$ cat config.mk
export PLATFORM = sky130hd
export DESIGN_NAME = mdarray_scan_ctrl
export DESIGN_NICKNAME = d
export VERILOG_FILES = /design/src/rtl/mdarray_pkg.sv /design/src/rtl/mdarray_out_fifo.sv /design/src/rtl/mdarray_scan_ctrl.sv
export SDC_FILE = /design/constraint.sdc
export NUM_CORES = 1
export LEC_CHECK = 0
export BUFFER_PORTS_ARGS = -buffer_cell sky130_fd_sc_hd__buf_2
export CAP_MARGIN = 20
export CORE_ASPECT_RATIO = 0.8
export CORE_MARGIN = 1
export CORE_UTILIZATION = 39
export DETAILED_ROUTE_END_ITERATION = 10
export MAX_ROUTING_LAYER = met4
export SETUP_SLACK_MARGIN = 0.5
export SLEW_MARGIN = 30
export SYNTH_ARGS = -nofsm -noshare
export SYNTH_HDL_FRONTEND = slang
export SYNTH_SLANG_ARGS = --single-unit
$ cat constraint.sdc
create_clock -name clock -period 4.2 [get_ports clock]
set_input_delay 0 -clock clock [delete_from_list [all_inputs] [get_ports clock]]
set_output_delay 0 -clock clock [all_outputs]
set_load 0.05 [all_outputs]
$ cat src/rtl/mdarray_pkg.sv
// Shared constants for the 3-D array scan controller: FSM state codes,
// output FIFO depth and storage read latency.
package mdarray_pkg;

    // Output FIFO depth; also the number of read credits in DRAIN.
    localparam int unsigned FifoDepth = 3;

    // Cycles from address presentation to rd_data valid.
    localparam int unsigned RdLatency = 2;

    typedef logic [1:0] state_t;

    localparam state_t StIdle  = 2'd0;
    localparam state_t StFill  = 2'd1;
    localparam state_t StDrain = 2'd2;

endpackage

$ cat src/rtl/mdarray_out_fifo.sv
// Small synchronous FIFO holding read bytes on their way to the outbound
// stream. Push and pop in the same cycle are allowed; the caller guarantees
// it never pushes into a full FIFO without popping, nor pops when empty.
module mdarray_out_fifo
    import mdarray_pkg::*;
#(
    parameter int unsigned Depth = FifoDepth,
    parameter int unsigned DW    = 8
) (
    input  logic                           clock,
    input  logic                           reset_n,
    input  logic                           push,
    input  logic [DW-1:0]                  push_data,
    input  logic                           pop,
    output logic [DW-1:0]                  head,
    output logic [$clog2(Depth+1)-1:0]     count,
    output logic                           empty
);

    localparam int unsigned PtrW = (Depth > 1) ? $clog2(Depth) : 1;
    localparam int unsigned CntW = $clog2(Depth + 1);
    localparam logic [PtrW-1:0] PtrLast = PtrW'(Depth - 1);
    localparam logic [PtrW-1:0] PtrOne  = PtrW'(1);
    localparam logic [CntW-1:0] CntOne  = CntW'(1);

    logic [DW-1:0]   mem_q [Depth];
    logic [PtrW-1:0] wr_ptr_q, wr_ptr_d;
    logic [PtrW-1:0] rd_ptr_q, rd_ptr_d;
    logic [CntW-1:0] count_q, count_d;

    // Pointer wrap and occupancy bookkeeping.
    always_comb begin
        wr_ptr_d = wr_ptr_q;
        rd_ptr_d = rd_ptr_q;
        count_d  = count_q;
        if (push) begin
            wr_ptr_d = (wr_ptr_q == PtrLast) ? '0 : wr_ptr_q + PtrOne;
        end
        if (pop) begin
            rd_ptr_d = (rd_ptr_q == PtrLast) ? '0 : rd_ptr_q + PtrOne;
        end
        case ({push, pop})
            2'b10:   count_d = count_q + CntOne;
            2'b01:   count_d = count_q - CntOne;
            default: count_d = count_q;
        endcase
    end

    // Pointer and count registers.
    always_ff @(posedge clock or negedge reset_n) begin
        if (!reset_n) begin
            wr_ptr_q <= '0;
            rd_ptr_q <= '0;
            count_q  <= '0;
        end else begin
            wr_ptr_q <= wr_ptr_d;
            rd_ptr_q <= rd_ptr_d;
            count_q  <= count_d;
        end
    end

    // Data storage; contents need no reset since count gates visibility.
    always_ff @(posedge clock) begin
        if (push) begin
            mem_q[wr_ptr_q] <= push_data;
        end
    end

    assign head  = mem_q[rd_ptr_q];
    assign count = count_q;
    assign empty = (count_q == '0);

endmodule

$ cat src/rtl/mdarray_scan_ctrl.sv
// Fill/drain controller for a cubic storage array of extent E = W+1 per axis.
// FILL writes the inbound stream to every address in col-fastest order; DRAIN
// reads the same addresses back (fixed read latency) through a small output
// FIFO, throttled by credits so the FIFO can never overflow.
module mdarray_scan_ctrl
    import mdarray_pkg::*;
#(
    parameter int unsigned W = 2
) (
    input  logic         clock,
    input  logic         reset_n,
    input  logic         start,
    input  logic         s_valid,
    output logic         s_ready,
    input  logic [7:0]   s_data,
    output logic         m_valid,
    input  logic         m_ready,
    output logic [7:0]   m_data,
    output logic [W:0]   slc,
    output logic [W:0]   row,
    output logic [W:0]   col,
    output logic         wr,
    output logic [7:0]   wr_data,
    input  logic [7:0]   rd_data,
    output logic         busy,
    output logic         done
);

    localparam logic [W:0] LastIdx = (W+1)'(W);
    localparam logic [W:0] IdxOne  = (W+1)'(1);
    localparam int unsigned CntW   = $clog2(FifoDepth + 1);
    localparam int unsigned CrW    = $clog2(FifoDepth + RdLatency + 1);

    state_t               state_q, state_d;
    logic [W:0]           slc_q, slc_d;
    logic [W:0]           row_q, row_d;
    logic [W:0]           col_q, col_d;
    logic                 rd_all_q, rd_all_d;
    logic [RdLatency-1:0] pipe_q, pipe_d;
    logic                 done_q, done_d;

    logic                 at_last;
    logic                 step;
    logic                 issue;
    logic                 push;
    logic                 pop;
    logic                 fifo_empty;
    logic [CntW-1:0]      fifo_count;
    logic [CrW-1:0]       inflight;
    logic [CrW-1:0]       credits_used;

    assign at_last = (slc_q == LastIdx) && (row_q == LastIdx) && (col_q == LastIdx);

    // Count reads still travelling through the storage latency pipeline.
    always_comb begin
        inflight = '0;
        for (int i = 0; i < int'(RdLatency); i++) begin
            inflight = inflight + CrW'(pipe_q[i]);
        end
    end

    // Read issue: the credit held by the FIFO head is returned in the cycle it
    // is popped, which lets three credits cover the full issue-to-pop loop and
    // keeps DRAIN at one beat per cycle while still bounding occupancy.
    always_comb begin
        credits_used = CrW'(fifo_count) + inflight - CrW'(pop);
        issue = (state_q == StDrain) && !rd_all_q && (credits_used < CrW'(FifoDepth));
    end

    assign step = ((state_q == StFill) && s_valid) || issue;

    // Scan counters: col fastest, then row, then slc; wraps to 0 after the last cell.
    always_comb begin
        slc_d = slc_q;
        row_d = row_q;
        col_d = col_q;
        if (step) begin
            if (col_q != LastIdx) begin
                col_d = col_q + IdxOne;
            end else begin
                col_d = '0;
                if (row_q != LastIdx) begin
                    row_d = row_q + IdxOne;
                end else begin
                    row_d = '0;
                    slc_d = (slc_q != LastIdx) ? slc_q + IdxOne : '0;
                end
            end
        end
    end

    // Read-valid pipeline; its tail lines up with rd_data.
    always_comb begin
        pipe_d = {pipe_q[RdLatency-2:0], issue};
    end

    // Pass sequencing: IDLE -> FILL -> DRAIN -> IDLE.
    always_comb begin
        state_d  = state_q;
        rd_all_d = rd_all_q;
        done_d   = 1'b0;
        case (state_q)
            StIdle: begin
                // Ignore a start that coincides with the done pulse.
                if (start && !done_q) begin
                    state_d = StFill;
                end
            end
            StFill: begin
                if (s_valid && at_last) begin
                    state_d  = StDrain;
                    rd_all_d = 1'b0;
                end
            end
            StDrain: begin
                if (issue && at_last) begin
                    rd_all_d = 1'b1;
                end
                if (rd_all_q && (pipe_q == '0) && fifo_empty) begin
                    state_d = StIdle;
                    done_d  = 1'b1;
                end
            end
            default: begin
                state_d = StIdle;
            end
        endcase
    end

    // Controller state registers.
    always_ff @(posedge clock or negedge reset_n) begin
        if (!reset_n) begin
            state_q  <= StIdle;
            slc_q    <= '0;
            row_q    <= '0;
            col_q    <= '0;
            rd_all_q <= 1'b0;
            pipe_q   <= '0;
            done_q   <= 1'b0;
        end else begin
            state_q  <= state_d;
            slc_q    <= slc_d;
            row_q    <= row_d;
            col_q    <= col_d;
            rd_all_q <= rd_all_d;
            pipe_q   <= pipe_d;
            done_q   <= done_d;
        end
    end

    assign push = pipe_q[RdLatency-1];
    assign pop  = m_valid && m_ready;

    mdarray_out_fifo #(
        .Depth (FifoDepth),
        .DW    (8)
    ) u_out_fifo (
        .clock     (clock),
        .reset_n   (reset_n),
        .push      (push),
        .push_data (rd_data),
        .pop       (pop),
        .head      (m_data),
        .count     (fifo_count),
        .empty     (fifo_empty)
    );

    assign m_valid = !fifo_empty;
    assign s_ready = (state_q == StFill);
    assign wr      = (state_q == StFill) && s_valid;
    assign wr_data = s_data;
    assign slc     = slc_q;
    assign row     = row_q;
    assign col     = col_q;
    assign busy    = (state_q != StIdle);
    assign done    = done_q;

endmodule

Word level (Yosys, flattened, before mapping)
Memories as Yosys holds them, arrays and structs flattened.
Cells that the tools add are included.

operators by class
  equality and inequality tests = 16
  reduce and logical (&&, ||, !) cells = 25
  div/mod/pow operators = 0
  shift operators = 0
  $mul = 0
  bitwise operators = 2
  order comparisons = 1
  add/sub/neg operators = 10
  mux-type cells = 17

operators with widths
  kind                                                                           count
  1-bit logical AND                                                              11
  2-bit two-way mux                                                              5
  3-bit by 1-bit adder with 3-bit output (second input constant)                 3
  3-bit by 2-bit equality test with 1-bit output (second input constant)         3
  3-bit two-way mux                                                              3
  3-bit by 2-bit inequality test with 1-bit output (second input constant)       3
  3-bit AND reduction                                                            3
  2-bit equality test (second input constant)                                    4
  2-bit by 1-bit adder with 2-bit output (second input constant)                 3
  2-bit zero test                                                                3
  1-bit two-way mux                                                              6
  2-bit by 1-bit inequality test with 1-bit output (second input constant)       3
  2-bit case mux with 3 select lines                                             1
  2-bit nonzero test                                                             3
  2-bit by 1-bit equality test with 1-bit output (second input constant)         2
  2-bit case mux with 2 select lines                                             1
  2-bit by 2-bit adder with 3-bit output                                         1
  1-bit zero test                                                                3
  3-bit by 2-bit less-than comparator with 1-bit output (second input constant)  1
  3-bit by 1-bit subtractor with 3-bit output                                    1
  1-bit by 1-bit adder with 2-bit output                                         1
  2-bit inequality test (second input constant)                                  1
  1-bit NOT                                                                      2
  1-bit case mux with 2 select lines                                             1
  other kinds (3)                                                                3

storage, ports and cells
  RAM bits = 24
  bits of input ports = 21
  word-level logic and storage cells = 82
  memory bits (read-only) = 0
  memories = 1
  register bits = 21
  bits in latches = 0
  output and inout port bits = 30

memory list
  memory            depth  width  rd ports  clocked after Yosys merged registers in  write ports  RTL line                text
  u_out_fifo.mem_q  3      8      1         0                                        1            mdarray_out_fifo.sv:26  logic [DW-1:0] mem_q [Depth];

Logic depth before layout (Yosys ltp)
Gate-level depths: netlist of the first run.

  word-level depth = 9
  gate-level depth with buffers = 12
  mapped depth without buffers = 11

Cells and area by module
Synthesis of the first run repeated with hierarchy kept, for this count alone.

unflattened totals
  cells, all modules = 164
  area total of the unflattened synthesis = 2044.5 um^2

modules (own cells, without submodules)
  module             times used  area an instance (um^2)  sequential area each (um^2)  cells an instance
  mdarray_out_fifo   1           1149.9                   870.8                        74
  mdarray_scan_ctrl  1           894.6                    375.4                        90

Worst setup path after synthesis of the first run
Ideal clock, no wire load.

  path kind = reg2reg
  from = reg u_out_fifo.count_q[0], in the netlist u_out_fifo.count[0]
  to = reg row_q[0], in the netlist row[0]
  slack = 0.755 ns
  setup time = 0.128 ns
  buffers on the path = 0
  data arrival time = 3.318 ns
  stages on the path, launching flop included = 12
  period minus slack after synthesis = 3.445 ns
  required time = 4.072 ns
  path through = dfrtp_1 > or2_2 > nand2_1 > inv_1 > ha_1 > fa_1 > inv_1 > fa_1 > nor2b_1 > o41ai_2 > and2_1 > mux2_1

on the way
  word-level cells in the longest chain between the ends = 8
  elaborated cells on any way between the ends = 9
  those cells by class = 2 x add/sub; 1 x order compare; 6 x reduce/logical

ends and longest elaborated chain
  element                                                RTL line                  text
  start, declared                                        mdarray_out_fifo.sv:29    logic [CntW-1:0] count_q, count_d;
  start signal, assigned                                 mdarray_out_fifo.sv:58    count_q <= count_d;
  2-bit zero test                                        mdarray_out_fifo.sv:71    assign empty = (count_q == '0);
  1-bit zero test                                        mdarray_scan_ctrl.sv:168  assign m_valid = !fifo_empty;
  via m_valid                                            mdarray_scan_ctrl.sv:16   output logic m_valid,
  1-bit logical AND                                      mdarray_scan_ctrl.sv:152  assign pop = m_valid && m_ready;
  via pop                                                mdarray_scan_ctrl.sv:46   logic pop;
  3-bit by 1-bit subtractor with 3-bit output            mdarray_scan_ctrl.sv:66   credits_used = CrW'(fifo_count) + inflight - CrW'(pop);
  3-bit by 2-bit less-than comparator with 1-bit output  mdarray_scan_ctrl.sv:67   issue = (state_q == StDrain) && !rd_all_q && (credits_used < CrW'(FifoDepth));
  1-bit logical AND                                      mdarray_scan_ctrl.sv:67
  1-bit logical OR                                       mdarray_scan_ctrl.sv:70   assign step = ((state_q == StFill) && s_valid) || issue;
  2-bit AND reduction (no line)                          n/a
  end signal, assigned                                   mdarray_scan_ctrl.sv:143  row_q <= row_d;
  end, declared                                          mdarray_scan_ctrl.sv:36   logic [W:0] row_q, row_d;

The timed path passes the listed nets, and every way through them passes these cells.
A chain may end at the register's enable or synchronous reset.

Final worst setup path of the first run
  from = reg u_out_fifo.count_q[0], in the netlist u_out_fifo.count[0]
  to = reg row_q[0], in the netlist row[0]

on the way
  word-level cells in the longest chain between the ends = 8
  elaborated cells on any way between the ends = 9
  those cells by class = 2 x add/sub; 1 x order compare; 6 x reduce/logical

ends and longest elaborated chain
  element                                                RTL line
  2-bit zero test                                        mdarray_out_fifo.sv:71
  1-bit zero test                                        mdarray_scan_ctrl.sv:168
  1-bit logical AND                                      mdarray_scan_ctrl.sv:152
  via pop                                                mdarray_scan_ctrl.sv:46
  3-bit by 1-bit subtractor with 3-bit output            mdarray_scan_ctrl.sv:66
  3-bit by 2-bit less-than comparator with 1-bit output  mdarray_scan_ctrl.sv:67
  1-bit logical AND                                      mdarray_scan_ctrl.sv:67
  1-bit logical OR                                       mdarray_scan_ctrl.sv:70
  2-bit AND reduction (no line)                          n/a

The timed path passes the listed nets, and every way through them passes these cells.

==> results of run 1 <==
## what timing repair did
action | CTS | global route
hold endpoints to repair | 46 | 0
setup endpoints to repair | 0 | 1
gates resized for setup | 0 | 1
hold buffers | 10 | 0
## through the flow
| step | power [mW] | area, µm² | cells |
|---|---|---|---|
| after floorplan | 1.25 | 2020 | 161 |
| after global placement | 1.37 | 2200 | 247 |
| after detailed placement | 1.39 | 2200 | 247 |
| after CTS | 1.78 | 2440 | 265 |
| after global routing | 1.86 | 2450 | 265 |
| final | 1.77 | 2450 | 265 |
## final timing paths
check                                      endpoint  cells after the start                            start  slack, ns
worst min-delay path                     wr_data[1]                      0                        s_data[1]    0.00006
worst min register to register  pipe_q[1]$_DFF_PN0_                      0              pipe_q[0]$_DFF_PN0_       0.42
worst max-delay path             row[0]$_DFFE_PN0P_                     11  u_out_fifo.count[0]$_DFFE_PN0N_       0.76
max in group asynchronous        slc[2]$_DFFE_PN0P_                      2                          reset_n       3.68
min in group asynchronous        slc[0]$_DFFE_PN0P_                      2                          reset_n       0.19
worst max register to register   row[0]$_DFFE_PN0P_                     11  u_out_fifo.count[0]$_DFFE_PN0N_       0.76
## registers in the layout, indices dropped and copies added (netlist names)
name / count
pipe_q: 2
row: 3
rd_all_q: 1
u_out_fifo.rd_ptr_q: 2
state_q: 2
u_out_fifo.wr_ptr_q: 2
slc: 3
u_out_fifo.count: 2
u_out_fifo.mem_q: 24
done: 1
col: 3
## routing by layer
metal | wire, µm | vias to the layer above
li1 | - | 645
met1 | 1600 | 633
met2 | 1810 | 29
met3 | 135 | 9
met4 | 52 | 0
met5 | 0 | -
## report_power, final
group	switching [mW]	total (mW)	internal, mW
registers	0.120	0.651	0.531
clock network	0.143	0.380	0.236
logic	0.520	0.743	0.223
## synth_stat cells (all sizes together)
master | n | area, µm²
nand3 | 2 | 10.0
dfrtp | 21 | 526
mux2i | 8 | 80.1
and2 | 1 | 6.26
xnor2 | 7 | 61.3
a21o | 4 | 30.0
clkbuf | 2 | 7.51
nor4 | 1 | 6.26
buf | 10 | 76.3
nor3 | 4 | 25.0
o41ai | 2 | 25.0
nand3b | 1 | 7.51
a31oi | 2 | 12.5
mux2 | 1 | 11.3
nand2b | 3 | 26.3
o41a | 1 | 11.3
o31ai | 2 | 15.0
o22ai | 1 | 6.26
nor3b | 4 | 35.0
nor2b | 3 | 18.8
fa | 2 | 40.0
o21ai | 16 | 80.1
edfxtp | 24 | 721
a21oi | 1 | 5.00
and2b | 1 | 7.51
nand4 | 1 | 6.26
or2 | 2 | 12.5
nand2 | 15 | 56.3
nor2 | 3 | 11.3
nor4b | 1 | 8.76
ha | 2 | 25.0
a211o | 1 | 8.76
inv | 12 | 45.0
## area by class of cell
| cell class | instances | area share, % |
|---|---|---|
| multi-input cells | 92 | 27.0 |
| clock inverters | 3 | 2.66 |
| clock buffers | 5 | 2.81 |
| repair buffers | 46 | 11.7 |
| inverters | 12 | 1.84 |
| flip-flops and latches | 45 | 50.9 |
| well taps | 62 | 3.17 |
## cells by family after synthesis
logic type | share of synthesized area, %
compound gates | 9.58
xor+xnor | 3.03
fa+ha+maj | 3.21
buf+inv | 6.37
flops | 61.6
mux | 4.51
simple gates | 11.7
==> flow_metrics.env, run 1 <==
export IMPL_ioPinCount=51
export IMPL_slew_violations=0
export IMPL_clk_pin_slew_worst_paths_ns=0.08
export IMPL_cts_buffers=5
export IMPL_syn_avg_cell_area_um2=12.6
export IMPL_hold_viol_final=0
export IMPL_syn_area_mm2=0.00202
export IMPL_numPortBuffers=34
export IMPL_maxCapViolations=0
export IMPL_drive_gt1_share_pct=24.6
export IMPL_holdCritPathClass="in -> out"
export IMPL_critPathMaxStageDelay_ns=0.44
export IMPL_fin_crit_ns=3.44
export IMPL_drt_vias_per_instance=4.97
export IMPL_area_growth_pct=21.0
export IMPL_fin_nets=227
export IMPL_synth_seq_area_share_pct=61.6
export IMPL_die_area_mm2=0.00548
export IMPL_critPathRequiredTime_ns=4.38
export IMPL_fmax_mhz=290
export IMPL_drt_iter0_drc=78
export IMPL_grt_busiest_layer="met2"
export IMPL_rsz0062_at_grt="false"
export IMPL_postLayoutCoreUtil_pct=48.9
export IMPL_final_antenna_net_count=0
export IMPL_die_h_um=66.4
export IMPL_fin_worst_skew_ns=0.00594
export IMPL_use_met1_pct=17.0
export IMPL_arrival_ns=3.62
export IMPL_cts_setup_buffers=0
export IMPL_hpwl_um=2520
export IMPL_num_vias=1316
export IMPL_seq_area_mm2=0.00125
export IMPL_clockRootBuffer="clkbuf_8"
export IMPL_met3_usage_pct=3.86
export IMPL_syn_nets=186
export IMPL_start_kind="flop"
export IMPL_n_fill_cell=474
export IMPL_worstPathMaxFanout=5
export IMPL_timing_final_crit_share_pct=82.0
export IMPL_core_mm2=0.00501
export IMPL_critPathSlowestCell="o41ai_4"
export IMPL_setup_violations=0
export IMPL_ys_seq_elements=45
export IMPL_fin_tns_setup_ns=0
export IMPL_path_delay_family="adder cells"
export IMPL_cts_sinks=45
export IMPL_first_pass_iters=4
export IMPL_syn_inst=161
export IMPL_clk_latency_ns=0.29
export IMPL_use_met2_pct=25.3
export IMPL_place_ws_ns=0.651
export IMPL_ys_warn_count=0
export IMPL_final_common_cell="buf_2"
export IMPL_cts_buffer_depth=2
export IMPL_antenna_found_initial=0
export IMPL_slew_headroom_pct=43.5
export IMPL_place_congestion=0.811
export IMPL_multiInputGateArea_um2=661
export IMPL_synth_cell_types=40
export IMPL_timing_hold_ws_ns=0.0000566
export IMPL_avgRoutedWirePerCell_um=13.6
export IMPL_vdd_ir_drop_max_v=0.000520
export IMPL_cts_tree="built"
export IMPL_diodes=0
export IMPL_p_leak_nw=1.01
export IMPL_status="complete, no violations"
export IMPL_die_w_um=82.6
export IMPL_cp_end_kind="flop"
export IMPL_final_cell_mix="34 x buf_2, 24 x edfxtp_1, 21 x dfrtp_1"
export IMPL_grt_pass1_wl_um=5740
export IMPL_crit_type="reg -> reg"
export IMPL_drc=0
export IMPL_grt_max_degree=22
export IMPL_tightestPinTransition_ns=0.845
export IMPL_overflow=0
export IMPL_htree_levels=2
export IMPL_grt_total_usage_pct=14.9
export IMPL_grt_pass1_vias=1280
export IMPL_crit_buf_inv=2
export IMPL_path_cells="or2_2 > nand2_1 > inv_1 > ha_1 > fa_1 > inv_1 > fa_1 > nor2b_1 > o41ai_4 > and2_1 > mux2_1"
export IMPL_powerDensity_mw_per_mm2=724
export IMPL_rows=23
export IMPL_worst_slack_ns=0.756
export IMPL_wl_um=3600
export IMPL_start_util_pct=40.4
No activity file was read; power rests on OpenSTA's default activity.
==> run 2: changes to the inputs <==
==> constraint.sdc (replaced) <==
create_clock -name clock -period 2.9 [get_ports clock]
set_input_delay 0 -clock clock [delete_from_list [all_inputs] [get_ports clock]]
set_output_delay 0 -clock clock [all_outputs]
set_load 0.05 [all_outputs]
==> run 2 against run 1 <==
Against the previous run: via count rose by 4.3%; sequential cell count did not move; first-iteration DRC count rose by 13%; critical endpoint is now slc[2]$_DFFE_PN0P_; largest power group unchanged; register-to-register slack got worse by 0.74 ns; sequential power rose by 44%.
==> flow_metrics.env, run 2 (same netlist as run 1, synthesis figures left out) <==
export IMPL_diodes=0
export IMPL_final_antenna_net_count=0
export IMPL_multiInputGateArea_um2=729
export IMPL_antenna_found_initial=0
export IMPL_ioPinCount=51
export IMPL_hold_viol_final=0
export IMPL_place_congestion=0.729
export IMPL_numPortBuffers=34
export IMPL_drt_vias_per_instance=4.90
export IMPL_wl_um=3710
export IMPL_grt_total_usage_pct=15.2
export IMPL_htree_levels=2
export IMPL_top_register="u_out_fifo.mem_q"
export IMPL_drt_iter0_drc=88
export IMPL_grt_pass1_wl_um=5890
export IMPL_start_kind="flop"
export IMPL_worstPathMaxFanout=7
export IMPL_n_fill_cell=450
export IMPL_fin_crit_ns=2.88
export IMPL_cts_sinks=45
export IMPL_tightestPinTransition_ns=0.847
export IMPL_first_pass_iters=4
export IMPL_cp_end_kind="flop"
export IMPL_path_cells="or2_4 > nand2_4 > inv_4 > ha_4 > fa_2 > inv_2 > fa_1 > nor2b_4 > o41a_1 > buf_4 > nor3_4 > xnor2_1"
export IMPL_largest_register_ffs=24
export IMPL_num_vias=1372
export IMPL_clk_latency_ns=0.29
export IMPL_overflow=0
export IMPL_powerDensity_mw_per_mm2=1000
export IMPL_crit_type="reg -> reg"
export IMPL_rsz0062_at_grt="true"
export IMPL_p_leak_nw=1.08
export IMPL_fin_nets=242
export IMPL_area_growth_pct=27.5
export IMPL_dp_cells=250
export IMPL_arrival_ns=3.09
export IMPL_drc=0
export IMPL_timing_hold_ws_ns=0.0000193
export IMPL_status="complete, no violations"
export IMPL_cts_buffer_depth=2
export IMPL_fmax_mhz=347
export IMPL_critPathSlowestCell="o41a_1"
export IMPL_path_delay_family="adder cells"
export IMPL_timing_final_crit_share_pct=99.4
export IMPL_avgRoutedWirePerCell_um=13.3
export IMPL_setup_violations=0
export IMPL_die_area_mm2=0.00548
export IMPL_clockRootBuffer="clkbuf_8"
export IMPL_cts_tree="built"
export IMPL_drive_gt1_share_pct=34.4
export IMPL_slew_headroom_pct=43.4
export IMPL_critPathRequiredTime_ns=3.11
export IMPL_final_common_cell="buf_2"
export IMPL_vdd_ir_drop_max_v=0.000533
export IMPL_seq_area_mm2=0.00125
export IMPL_rows=23
export IMPL_start_util_pct=40.4
export IMPL_grt_max_degree=22
export IMPL_fin_cells=280
export IMPL_grt_pass1_vias=1270
export IMPL_hpwl_um=2580
export IMPL_die_h_um=66.4
export IMPL_core_mm2=0.00501
export IMPL_final_cell_mix="34 x buf_2, 24 x edfxtp_1, 21 x dfrtp_1"
export IMPL_crit_buf_inv=3
export IMPL_critPathMaxStageDelay_ns=0.45
export IMPL_slew_violations=0
export IMPL_cts_buffers=5
export IMPL_holdCritPathClass="in -> out"
export IMPL_clk_pin_slew_worst_paths_ns=0.08
export IMPL_die_w_um=82.6
export IMPL_maxCapViolations=0
export IMPL_fin_worst_skew_ns=0.00591
==> run 2: changes by cell type in the layout (fill, tap and decap cells not counted), moves of 2 or more <==
cell,previous run,this run
o21ai_0,15,13
buf_4,2,17
bufinv_16,2,0
inv_1,12,10
==> run 2: area by class of cell <==
| cell class | count | area share, % |
|---|---|---|
| Tap cell | 62 | 3.01 |
| Clock inverter | 2 | 0.388 |
| Inverter | 12 | 1.84 |
| Sequential cell | 45 | 48.3 |
| Timing Repair Buffer | 61 | 15.4 |
| Multi-Input combinational cell | 92 | 28.3 |
| Clock buffer | 6 | 2.81 |
==> run 2: per-stage QoR <==
stage	setup WS [ns]	TNS [ns]	total power [mW]	utilization [%]	area, µm²
final	0.0175	0	2.59	51.5	2580
after CTS	-0.0326	-0.0615	2.58	50.9	2550
after detailed placement	-0.0831	-0.142	2.14	45.6	2280
after global routing	-0.0678	-0.251	2.74	51.5	2580
after global placement	0.0421	0	2.09	45.6	2280
after floorplan	-0.104	-0.196	1.89	-	2080
==> run 2: worst paths after layout <==
check | start | slack, ns | to | cells after the start
worst min-delay path | s_data[3] | 0.00002 | wr_data[3] | 0
min in group asynchronous | reset_n | 0.20 | row[1]$_DFFE_PN0P_ | 2
worst max-delay path | u_out_fifo.count[0]$_DFFE_PN0N_ | 0.02 | slc[2]$_DFFE_PN0P_ | 12
worst min register to register | pipe_q[0]$_DFF_PN0_ | 0.42 | pipe_q[1]$_DFF_PN0_ | 0
max in group asynchronous | reset_n | 2.37 | u_out_fifo.rd_ptr_q[0]$_DFFE_PN0P_ | 2
worst max register to register | u_out_fifo.count[0]$_DFFE_PN0N_ | 0.02 | slc[2]$_DFFE_PN0P_ | 12
==> run 2: repair_timing <==
action                                  in CTS  in global routing
buffers inserted                            10                  2
pin swaps                                   12                  7
endpoints found under the setup margin      10                 10
cloned                                       0                  0
hold endpoints to repair                    46                  0
resized for setup                            1                  3
hold buffers                                10                  0
==> run 2: routing by layer <==
layer,up-vias,track usage [%],routed length (µm)
met3,4,4.00,127
met4,0,4.96,24
met2,28,24.1,1910
met1,666,19.0,1660
met5,-,-,0
li1,674,-,-
==> run 2: report_power, final <==
part           switching [mW]  internal, mW  total [mW]  leakage, nW
clock                   0.194         0.167       0.361       0.0450
combinational           0.819         0.466        1.28        0.570
sequential              0.171         0.769       0.940        0.469
total                    1.18          1.40        2.59         1.08
==> run 2: worst register-to-register path, stage by stage, from the launching register on <==
cell and delay (ns):
dfrtp_1 0.38, or2_4 0.26, nand2_4 0.08, inv_4 0.04
ha_4 0.21, fa_2 0.33, inv_2 0.06, fa_1 0.41
nor2b_4 0.15, o41a_1 0.45, buf_4 0.18, nor3_4 0.11
xnor2_1 0.13
==> run 3: changes to the inputs <==
--- a/config.mk
+++ b/config.mk
@@ -9,9 +9,10 @@
 export CAP_MARGIN = 20
 export CORE_ASPECT_RATIO = 0.8
 export CORE_MARGIN = 1
-export CORE_UTILIZATION = 39
+export CORE_UTILIZATION = 47
 export DETAILED_ROUTE_END_ITERATION = 10
 export MAX_ROUTING_LAYER = met4
+export PLACE_DENSITY = 0.75
 export SETUP_SLACK_MARGIN = 0.5
 export SLEW_MARGIN = 30
 export SYNTH_ARGS = -nofsm -noshare
==> run 3 against run 2 <==
Against the previous run: the flow now finishes with violations (negative setup slack); clock power up 35%; largest cell class unchanged; non-clock buffer count down 1; sequential power up 0.7%; critical path depth unchanged; cell count down 2.9%; critical endpoint unchanged; global-route usage up 4.8 points; worst hold slack about the same; sequential share of layout area down 0.39 points.
==> flow_metrics.env, run 3 (same netlist as run 1, synthesis figures left out) <==
export IMPL_cp_end_kind="flop"
export IMPL_clockRootBuffer="clkbuf_8"
export IMPL_htree_levels=2
export IMPL_violations="negative setup slack"
export IMPL_maxCapViolations=0
export IMPL_powerDensity_mw_per_mm2=1050
export IMPL_timing_rr_start="u_out_fifo.count[1]$_DFFE_PN0N_"
export IMPL_drc=0
export IMPL_rsz0062_at_grt="true"
export IMPL_drive_gt1_share_pct=35.5
export IMPL_p_leak_nw=1.10
export IMPL_clk_latency_ns=0.30
export IMPL_cts_sinks=45
export IMPL_first_pass_iters=4
export IMPL_dp_cells=245
export IMPL_slew_violations=0
export IMPL_fmax_mhz=344
export IMPL_status="finished, violations left"
export IMPL_critPathSlowestCell="o41a_1"
export IMPL_drt_iter0_drc=58
export IMPL_core_mm2=0.00395
export IMPL_fin_crit_ns=2.91
export IMPL_antenna_found_initial=0
export IMPL_final_antenna_net_count=0
export IMPL_slew_headroom_pct=46.3
export IMPL_final_common_cell="buf_2"
export IMPL_wl_met2_um=1990
export IMPL_start_kind="flop"
export IMPL_timing_final_crit_share_pct=100
export IMPL_min_from="s_data[7]"
export IMPL_highest_layer="met4"
export IMPL_path_delay_family="adder cells"
export IMPL_hpwl_um=2640
export IMPL_fin_cells=272
export IMPL_drt_vias_per_instance=5.10
export IMPL_top_register="u_out_fifo.mem_q"
export IMPL_area_growth_pct=28.6
export IMPL_numPortBuffers=34
export IMPL_diodes=0
export IMPL_vdd_ir_drop_max_v=0.000654
export IMPL_crit_type="reg -> reg"
export IMPL_critPathRequiredTime_ns=3.12
export IMPL_rows=20
export IMPL_overflow=0
export IMPL_fin_nets=241
export IMPL_start_util_pct=51.2
export IMPL_cts_buffer_depth=2
export IMPL_largest_register_ffs=24
export IMPL_setup_violations=2
export IMPL_cts_tree="built"
export IMPL_path_cells="or2_4 > nand2_4 > inv_4 > ha_4 > fa_2 > inv_2 > fa_1 > nor2b_4 > o41a_1 > buf_4 > nor3_4 > xnor2_1"
export IMPL_crit_buf_inv=3
export IMPL_final_cell_mix="34 x buf_2, 24 x edfxtp_1, 21 x dfrtp_1"
export IMPL_holdCritPathClass="in -> out"
export IMPL_ioPinCount=51
export IMPL_place_ws_ns=-0.117
export IMPL_critPathMaxStageDelay_ns=0.47
export IMPL_grt_total_usage_pct=20.0
export IMPL_num_vias=1387
export IMPL_grt_max_degree=22
export IMPL_avgRoutedWirePerCell_um=14.5
export IMPL_worstPathMaxFanout=7
export IMPL_critPathLaunch="u_out_fifo.count[1]$_DFFE_PN0N_"
export IMPL_timing_hold_ws_ns=0.0000220
export IMPL_cts_buffers=5
export IMPL_die_area_mm2=0.00458
export IMPL_grt_pass1_wl_um=6320
export IMPL_wl_met1_um=1730
export IMPL_worst_slack_ns=-0.00960
export IMPL_place_congestion=0.742
export IMPL_wl_met3_um=156
export IMPL_hold_viol_final=0
export IMPL_arrival_ns=3.13
export IMPL_wl_um=3940
export IMPL_fin_worst_skew_ns=0.00882
export IMPL_clk_pin_slew_worst_paths_ns=0.08
export IMPL_tightestPinTransition_ns=0.803
export IMPL_grt_pass1_vias=1383
export IMPL_die_h_um=60.7
export IMPL_die_w_um=75.4
-- run 3: final cells by class --
type                    instances  area, µm²
inverters                      12       47.5
fillers                       321       1350
multi-input cells              92        729
well taps                      55       68.8
flip-flops and latches         45       1250
repair buffers                 60        390
clock inverters                 2       37.5
clock buffers                   6       82.6
-- run 3: worst reg2reg max path: stages, from the launching register on --
cell and delay (ns):
dfrtp_1 0.39, or2_4 0.27, nand2_4 0.08, inv_4 0.04
ha_4 0.21, fa_2 0.33, inv_2 0.06, fa_1 0.40
nor2b_4 0.15, o41a_1 0.47, buf_4 0.19, nor3_4 0.11
xnor2_1 0.13
-- run 3: through the flow --
stage	setup TNS (ns)	area [µm²]	total power, mW	util [%]
after floorplan	-0.196	2080	1.89	-
after global placement	0	2290	2.11	57.9
after detailed placement	-0.325	2290	2.16	57.9
after CTS	-0.161	2580	2.73	65.2
after global routing	-0.728	2600	2.89	65.8
final	-0.0140	2600	2.74	65.8
-- run 3: final timing paths --
kind                                                       to  slack (ns)  cells after the start
min in group asynchronous  u_out_fifo.wr_ptr_q[0]$_DFFE_PN0P_        0.19                      2
min                                                wr_data[7]     0.00002                      0
max reg2reg                                slc[2]$_DFFE_PN0P_       -0.01                     12
max                                        slc[2]$_DFFE_PN0P_       -0.01                     12
max in group asynchronous  u_out_fifo.rd_ptr_q[0]$_DFFE_PN0P_        2.38                      2
min reg2reg                               pipe_q[1]$_DFF_PN0_        0.43                      0
-- run 3: repair_timing --
action,in CTS,in global routing
buffers inserted,7,2
pin swaps,9,6
setup endpoints to repair,10,11
hold buffers,10,0
hold endpoints to repair,46,0
gates resized for setup,3,2
-- run 3: power breakdown --
group          internal, mW  leakage (nW)  switching (mW)
Combinational         0.477         0.569           0.830
Sequential            0.769         0.469           0.178
Clock                 0.280        0.0574           0.208
-- run 3: routing by layer --
metal  track usage, %  vias to the layer above
li1                 -                      664
met1             23.8                      680
met2             32.7                       32
met3             4.49                       11
met4             8.99                        0
met5                -                        -
